[src/rtl/spi_slave.sv]
// ---------------------------------------------------------------------------
// spi_slave
//   SPI target (slave) for an SPI bus that is oversampled by the system clock.
//   SCLK, CS_n and MOSI are synchronised into i_clock, and the block detects
//   their edges in the i_clock domain. Words are shifted MSB first in all four
//   CPOL/CPHA modes. A single-entry holding register, written through a
//   valid/ready handshake, feeds the transmit shifter.
//
// Ports
//   i_clock, i_reset_n      system clock (>= 4x SCLK), async active-low reset
//   i_clock_polarity/phase  CPOL/CPHA, latched when a frame starts
//   i_tx_data/i_tx_valid    write into the TX holding register
//   o_tx_ready              holding register is empty
//   o_rx_data/o_rx_valid    last complete received word, one-cycle valid pulse
//   o_busy                  synchronised CS is asserted (frame active)
//   o_tx_underrun           one-cycle pulse: a word started with empty holding
//   o_frame_error           one-cycle pulse: CS released mid-word
//   i_spi_cs_n/clock/mosi   asynchronous SPI pins
//   o_spi_miso/o_spi_miso_oe  MISO data and pad output enable
// ---------------------------------------------------------------------------
module spi_slave #(
    parameter int SPI_DATA_WIDTH = 8,
    parameter int SYNC_STAGES    = 2
) (
    input  logic                      i_clock,
    input  logic                      i_reset_n,
    input  logic                      i_clock_polarity,
    input  logic                      i_clock_phase,
    input  logic [SPI_DATA_WIDTH-1:0] i_tx_data,
    input  logic                      i_tx_valid,
    output logic                      o_tx_ready,
    output logic [SPI_DATA_WIDTH-1:0] o_rx_data,
    output logic                      o_rx_valid,
    output logic                      o_busy,
    output logic                      o_tx_underrun,
    output logic                      o_frame_error,
    input  logic                      i_spi_cs_n,
    input  logic                      i_spi_clock,
    input  logic                      i_spi_mosi,
    output logic                      o_spi_miso,
    output logic                      o_spi_miso_oe
);

    localparam int N     = SPI_DATA_WIDTH;
    localparam int CNT_W = $clog2(N);

    typedef enum logic {S_IDLE = 1'b0, S_ACTIVE = 1'b1} state_t;

    // ------------------------------------------------------------------
    // Input synchronisers plus one extra flop for edge detection.
    // CS resets to "low" so that a CS already low at reset release shows
    // no falling edge and therefore does not start a frame.
    // ------------------------------------------------------------------
    logic [SYNC_STAGES-1:0] r_cs_sync, r_sclk_sync, r_mosi_sync;
    logic                   r_cs_prev, r_sclk_prev;

    always_ff @(posedge i_clock or negedge i_reset_n) begin
        if (!i_reset_n) begin
            r_cs_sync   <= '0;
            r_sclk_sync <= '0;
            r_mosi_sync <= '0;
            r_cs_prev   <= 1'b0;
            r_sclk_prev <= 1'b0;
        end else begin
            r_cs_sync   <= {r_cs_sync[SYNC_STAGES-2:0],   i_spi_cs_n};
            r_sclk_sync <= {r_sclk_sync[SYNC_STAGES-2:0], i_spi_clock};
            r_mosi_sync <= {r_mosi_sync[SYNC_STAGES-2:0], i_spi_mosi};
            r_cs_prev   <= r_cs_sync[SYNC_STAGES-1];
            r_sclk_prev <= r_sclk_sync[SYNC_STAGES-1];
        end
    end

    logic w_cs, w_sclk, w_mosi;
    logic w_cs_fall, w_cs_rise, w_sclk_rise, w_sclk_fall;

    assign w_cs        = r_cs_sync[SYNC_STAGES-1];
    assign w_sclk      = r_sclk_sync[SYNC_STAGES-1];
    assign w_mosi      = r_mosi_sync[SYNC_STAGES-1];
    assign w_cs_fall   = ~w_cs &  r_cs_prev;
    assign w_cs_rise   =  w_cs & ~r_cs_prev;
    assign w_sclk_rise =  w_sclk & ~r_sclk_prev;
    assign w_sclk_fall = ~w_sclk &  r_sclk_prev;

    // ------------------------------------------------------------------
    // FSM: state register / next state / outputs
    // ------------------------------------------------------------------
    state_t r_state, w_state_next;

    always_ff @(posedge i_clock or negedge i_reset_n) begin
        if (!i_reset_n) r_state <= S_IDLE;
        else            r_state <= w_state_next;
    end

    always_comb begin
        w_state_next = r_state;
        case (r_state)
            S_IDLE:   if (w_cs_fall) w_state_next = S_ACTIVE;
            S_ACTIVE: if (w_cs_rise) w_state_next = S_IDLE;
            default:  w_state_next = S_IDLE;
        endcase
    end

    always_comb begin
        o_busy        = (r_state == S_ACTIVE);
        o_spi_miso_oe = (r_state == S_ACTIVE);
    end

    // ------------------------------------------------------------------
    // Datapath
    // ------------------------------------------------------------------
    logic             r_cpol, r_cpha;
    logic [CNT_W-1:0] r_bit_cnt;
    logic             r_load_pend;   // next shift event is a word-boundary load
    logic [N-1:0]     r_rx_shift, r_rx_data, r_tx_shift, r_hold;
    logic             r_rx_valid, r_frame_error, r_tx_underrun, r_tx_ready;

    logic         w_lead, w_trail, w_run, w_start, w_stop;
    logic         w_sample, w_shift, w_load, w_last, w_wr;
    logic [N-1:0] w_rx_next;

    // Leading edge leaves the CPOL idle level, trailing edge returns to it.
    assign w_lead    = r_cpol ? w_sclk_fall : w_sclk_rise;
    assign w_trail   = r_cpol ? w_sclk_rise : w_sclk_fall;
    // An SCLK edge that coincides with CS release belongs to no word.
    assign w_run     = (r_state == S_ACTIVE) && !w_cs_rise;
    assign w_start   = (r_state == S_IDLE) && w_cs_fall;
    assign w_stop    = (r_state == S_ACTIVE) && w_cs_rise;
    assign w_sample  = w_run && (r_cpha ? w_trail : w_lead);
    assign w_shift   = w_run && (r_cpha ? w_lead : w_trail);
    // CPHA=0 must present the MSB before the first leading edge, so it loads
    // at frame start; CPHA=1 loads on the first leading edge instead.
    assign w_load    = (w_start && !i_clock_phase) || (w_shift && r_load_pend);
    assign w_last    = (r_bit_cnt == CNT_W'(N-1));
    assign w_wr      = i_tx_valid && r_tx_ready;
    assign w_rx_next = {r_rx_shift[N-2:0], w_mosi};

    always_ff @(posedge i_clock or negedge i_reset_n) begin
        if (!i_reset_n) begin
            r_cpol        <= 1'b0;
            r_cpha        <= 1'b0;
            r_bit_cnt     <= '0;
            r_load_pend   <= 1'b0;
            r_rx_shift    <= '0;
            r_rx_data     <= '0;
            r_rx_valid    <= 1'b0;
            r_frame_error <= 1'b0;
            r_tx_shift    <= '0;
            r_hold        <= '0;
            r_tx_ready    <= 1'b1;
            r_tx_underrun <= 1'b0;
        end else begin
            r_rx_valid    <= 1'b0;
            r_frame_error <= 1'b0;
            r_tx_underrun <= 1'b0;

            if (w_start) begin
                r_cpol      <= i_clock_polarity;
                r_cpha      <= i_clock_phase;
                r_bit_cnt   <= '0;
                r_load_pend <= i_clock_phase;
            end

            if (w_stop) begin
                if (r_bit_cnt != '0) r_frame_error <= 1'b1;
                r_bit_cnt   <= '0;
                r_rx_shift  <= '0;   // partial word is discarded
                r_load_pend <= 1'b0;
            end

            if (w_sample) begin
                r_rx_shift <= w_rx_next;
                if (w_last) begin
                    r_rx_data   <= w_rx_next;
                    r_rx_valid  <= 1'b1;
                    r_bit_cnt   <= '0;
                    r_load_pend <= 1'b1;
                end else begin
                    r_bit_cnt <= r_bit_cnt + 1'b1;
                end
            end

            // Load and sample fall on opposite SCLK edges, so the pending
            // flag is never set and cleared in the same cycle.
            if (w_load) begin
                r_tx_shift    <= r_tx_ready ? '0 : r_hold;
                r_tx_underrun <= r_tx_ready;
                r_tx_ready    <= 1'b1;
                r_load_pend   <= 1'b0;
            end else if (w_shift) begin
                r_tx_shift <= {r_tx_shift[N-2:0], 1'b0};
            end

            // A write only happens while empty; a coincident load has already
            // taken zeros, so the written word stays in holding (no bypass).
            if (w_wr) begin
                r_hold     <= i_tx_data;
                r_tx_ready <= 1'b0;
            end
        end
    end

    assign o_tx_ready    = r_tx_ready;
    assign o_rx_data     = r_rx_data;
    assign o_rx_valid    = r_rx_valid;
    assign o_tx_underrun = r_tx_underrun;
    assign o_frame_error = r_frame_error;
    assign o_spi_miso    = r_tx_shift[N-1];

endmodule

[config.mk]
export PLATFORM = sky130hd
export DESIGN_NAME = spi_slave
export DESIGN_NICKNAME = d
export VERILOG_FILES = /design/src/rtl/spi_slave.sv
export SDC_FILE = /design/constraint.sdc
export NUM_CORES = 1
export LEC_CHECK = 0
export BUFFER_PORTS_ARGS = -buffer_cell sky130_fd_sc_hd__buf_2
export CAP_MARGIN = 20
export CORE_MARGIN = 3
export CORE_UTILIZATION = 45
export DETAILED_ROUTE_END_ITERATION = 16
export PLACE_DENSITY = 0.65
export SLEW_MARGIN = 30
export SYNTH_ARGS = -nofsm -noshare
export SYNTH_HDL_FRONTEND = slang
export SYNTH_SLANG_ARGS = --single-unit
[constraint.sdc]
create_clock -name i_clock -period 2.4 [get_ports i_clock]
set_input_delay 0.12 -clock i_clock [delete_from_list [all_inputs] [get_ports i_clock]]
set_output_delay 0.12 -clock i_clock [all_outputs]
set_load 0.05 [all_outputs]
==> results_dict.tcl <==
set metrics [dict create \
    synth-seq-cells 50 \
    antenna-diode-count 0 \
    clk_pin_slew_ns 0.09 \
    period_share 0.785 \
    placed_cells 230 \
    wl_microns 3470 \
    post_cts_buffers 0 \
    die_h_microns 74.7 \
    cts-htree-levels 2 \
    globalRouteOverflowTotal 0 \
    grt_max_degree 29 \
    hold_class "input pin to register" \
    dp.final_hpwl_microns 2640 \
    end_kind "register" \
    rsz0062_at_grt "no" \
    worstMarginPinSlew_ns 0.480 \
    ant_nets 0 \
    skew_ns 0.00627 \
    synth-seq-area-share 0.590 \
    placed_area_sq_um 2320 \
    drtPass1Iterations 2 \
    synth_area_sq_um 2120 \
    core_sq_um 4440 \
    synth_cell_types 30 \
    die_area_sq_um 5580 \
    gp_congestion 0.680 \
    async_reset_ff_frac 1.00 \
    finalHoldViolations 0 \
    layout_min_cycle_time_ns 1.88 \
    insertion_delay_ns 0.30 \
    crit_required_ns 2.59 \
    synth_edf_count 0 \
    ys.flop_type "dfrtp_1" \
    setup_violations 0 \
    cts_tree "yes" \
    report.final.slew_viol_count 0 \
    cts.sinks 50 \
    total_power_mw 2.39 \
    power_leakage_nw 1.19 \
    grt_pass1_wl_microns 6190 \
    syn_nets 168 \
    die_w_microns 74.7 \
    max_freq_mhz 531 \
    tns_ns 0 \
    critPathKind "register to register" \
    io_buffer_count 30 \
    wl_per_cell_microns 14.4 \
    peakVddDrop_mv 0.542 \
    seq_area_sq_um 1250 \
    root_buffer "clkbuf_8" \
    viasPerCell 5.03 \
    final_cells 242 \
    status "finished clean" \
    drcViolationCount 0 \
    numCtsBuffers 5 \
    critPathLaunchType "register" \
    finalNetCount 208 \
    design_area_sq_um 2470 \
    fillers 362 \
    grt_pass1_vias 1318 \
    powerDensity_nw_per_um2 965 \
    synth_area_per_cell_sq_um 14.2 \
    drv_cap 0 \
    hold_ws_ns 0.0433 \
    initial_utilization 0.477 \
    drive_gt1_frac 0.374 \
    yosysWarnings 0 \
    multi_input_area_sq_um 787 \
    cts-resized-gates 0 \
    dr.first_iter.drc_count 37 \
    worstPathMaxFanout 8 \
    io_pins 31 \
    cts_buffer_depth 2 \
    relSlewSlack 0.671 \
    rows 24 \
    antenna_found_initial 0 \
    vias 1217 \
    grtUsageTotal 0.148 \
    cp_data_arrival_time_ns 2.08 \
    area_growth_pct 16.6 \
    netlist_instances 149 \
]
-- kinds of logic after synthesis --
group	after synthesis	share of synthesized area
AND/OR/NAND/NOR	25	0.0719
buffers and inverters	17	0.0389
AO/OA/AOI/OAI	18	0.0708
XOR/XNOR	1	0.00413
flip-flops	50	0.590
adder cells (fa/ha/maj)	3	0.0177
multiplexers	35	0.206
-- registers in the layout (all words and copies together), names as in the netlist, 2 cells and up --
signal / cells
r_tx_shift: 8
r_cs_sync: 2
r_sclk_sync: 2
r_bit_cnt: 3
r_hold: 8
o_rx_data: 8
r_mosi_sync: 2
r_rx_shift: 7
-- stage by stage --
step | utilization | setup WS (ns)
finish | 0.557 | 0.515
global route | 0.557 | 0.462
CTS | 0.557 | 0.518
detailed placement | 0.523 | 0.524
global placement | 0.523 | 0.571
floorplan | - | 0.565
-- routing by layer --
layer / GRT usage / wire length [microns] / part of all wire
met1: 0.186 / 1590 / 0.46
met2: 0.245 / 1700 / 0.49
met3: 0.0280 / 122 / 0.035
met4: 0.0711 / 60 / 0.017
met5: 0 / 0 / 0
-- worst paths after layout --
kind | startpoint | endpoint | slack [ns] | depth (start not counted)
worst min register to register | r_mosi_sync[0]$_DFF_PN0_ | r_mosi_sync[1]$_DFF_PN0_ | 0.35 | 0
worst max-delay path | r_cpol$_DFFE_PN0P_ | r_tx_shift[1]$_DFFE_PN0P_ | 0.52 | 4
min in group asynchronous | i_reset_n | o_rx_data[6]$_DFFE_PN0P_ | 0.31 | 2
max in group asynchronous | i_reset_n | o_tx_ready$_DFFE_PN1P_ | 1.32 | 3
worst min-delay path | i_tx_data[0] | r_hold[0]$_DFFE_PN0P_ | 0.04 | 2
worst max register to register | r_cpol$_DFFE_PN0P_ | r_tx_shift[1]$_DFFE_PN0P_ | 0.52 | 4
-- synth_stat cells, types with 2 or more instances --
cell	instances	area, sq um
o21ba_2	2	20.0
nor2_1	3	11.3
nand2_1	11	41.3
nor2b_1	4	25.0
a22o_1	7	61.3
mux2_4	15	225
dfrtp_1	49	1230
o21a_1	2	15.0
mux2i_1	10	100
ha_1	3	37.5
inv_1	14	52.6
buf_6	2	22.5
mux2_2	10	113
-- cells in the final DEF, fill, tap and decap left out, types with 2 or more instances in the layout --
| cell type | synthesis | final |
|---|---|---|
| buf_4 | 1 | 2 |
| o21ba_2 | 2 | 2 |
| o21a_1 | 2 | 2 |
| nor2b_1 | 4 | 4 |
| buf_2 | 0 | 30 |
| dfrtp_1 | 49 | 49 |
| inv_1 | 14 | 14 |
| ha_1 | 3 | 3 |
| mux2_2 | 10 | 10 |
| mux2_4 | 15 | 15 |
| nand2_1 | 11 | 11 |
| mux2i_1 | 10 | 10 |
| clkbuf_8 | 0 | 5 |
| nor2_1 | 3 | 3 |
| a22o_1 | 7 | 7 |
| dlygate4sd3_1 | 0 | 4 |
-- power breakdown --
part,internal [mW],switching (mW)
combinational,0.324,0.294
sequential,1.04,0.135
clock,0.312,0.278
total,1.68,0.707
-- layout make-up --
cell class / instances / area share
clock buffer: 5 / 0.0278
clock inverter: 3 / 0.0177
inverter: 14 / 0.0212
multi-input combinational: 82 / 0.318
sequential: 50 / 0.506
tap: 52 / 0.0263
timing repair buffer: 36 / 0.0829
-- timing repair --
action | CTS | global route
hold endpoints to repair | 25 | 0
endpoints found under the setup margin | 0 | 0
hold buffers | 4 | 0
-- worst max-delay path, stage by stage (launching register included) --
cell,delay (ns)
dfrtp_1,0.40
xor2_1,0.25
mux2_2,0.39
a31o_1,0.38
mux2_4,0.36
No activity file was read; power rests on OpenSTA's default activity.
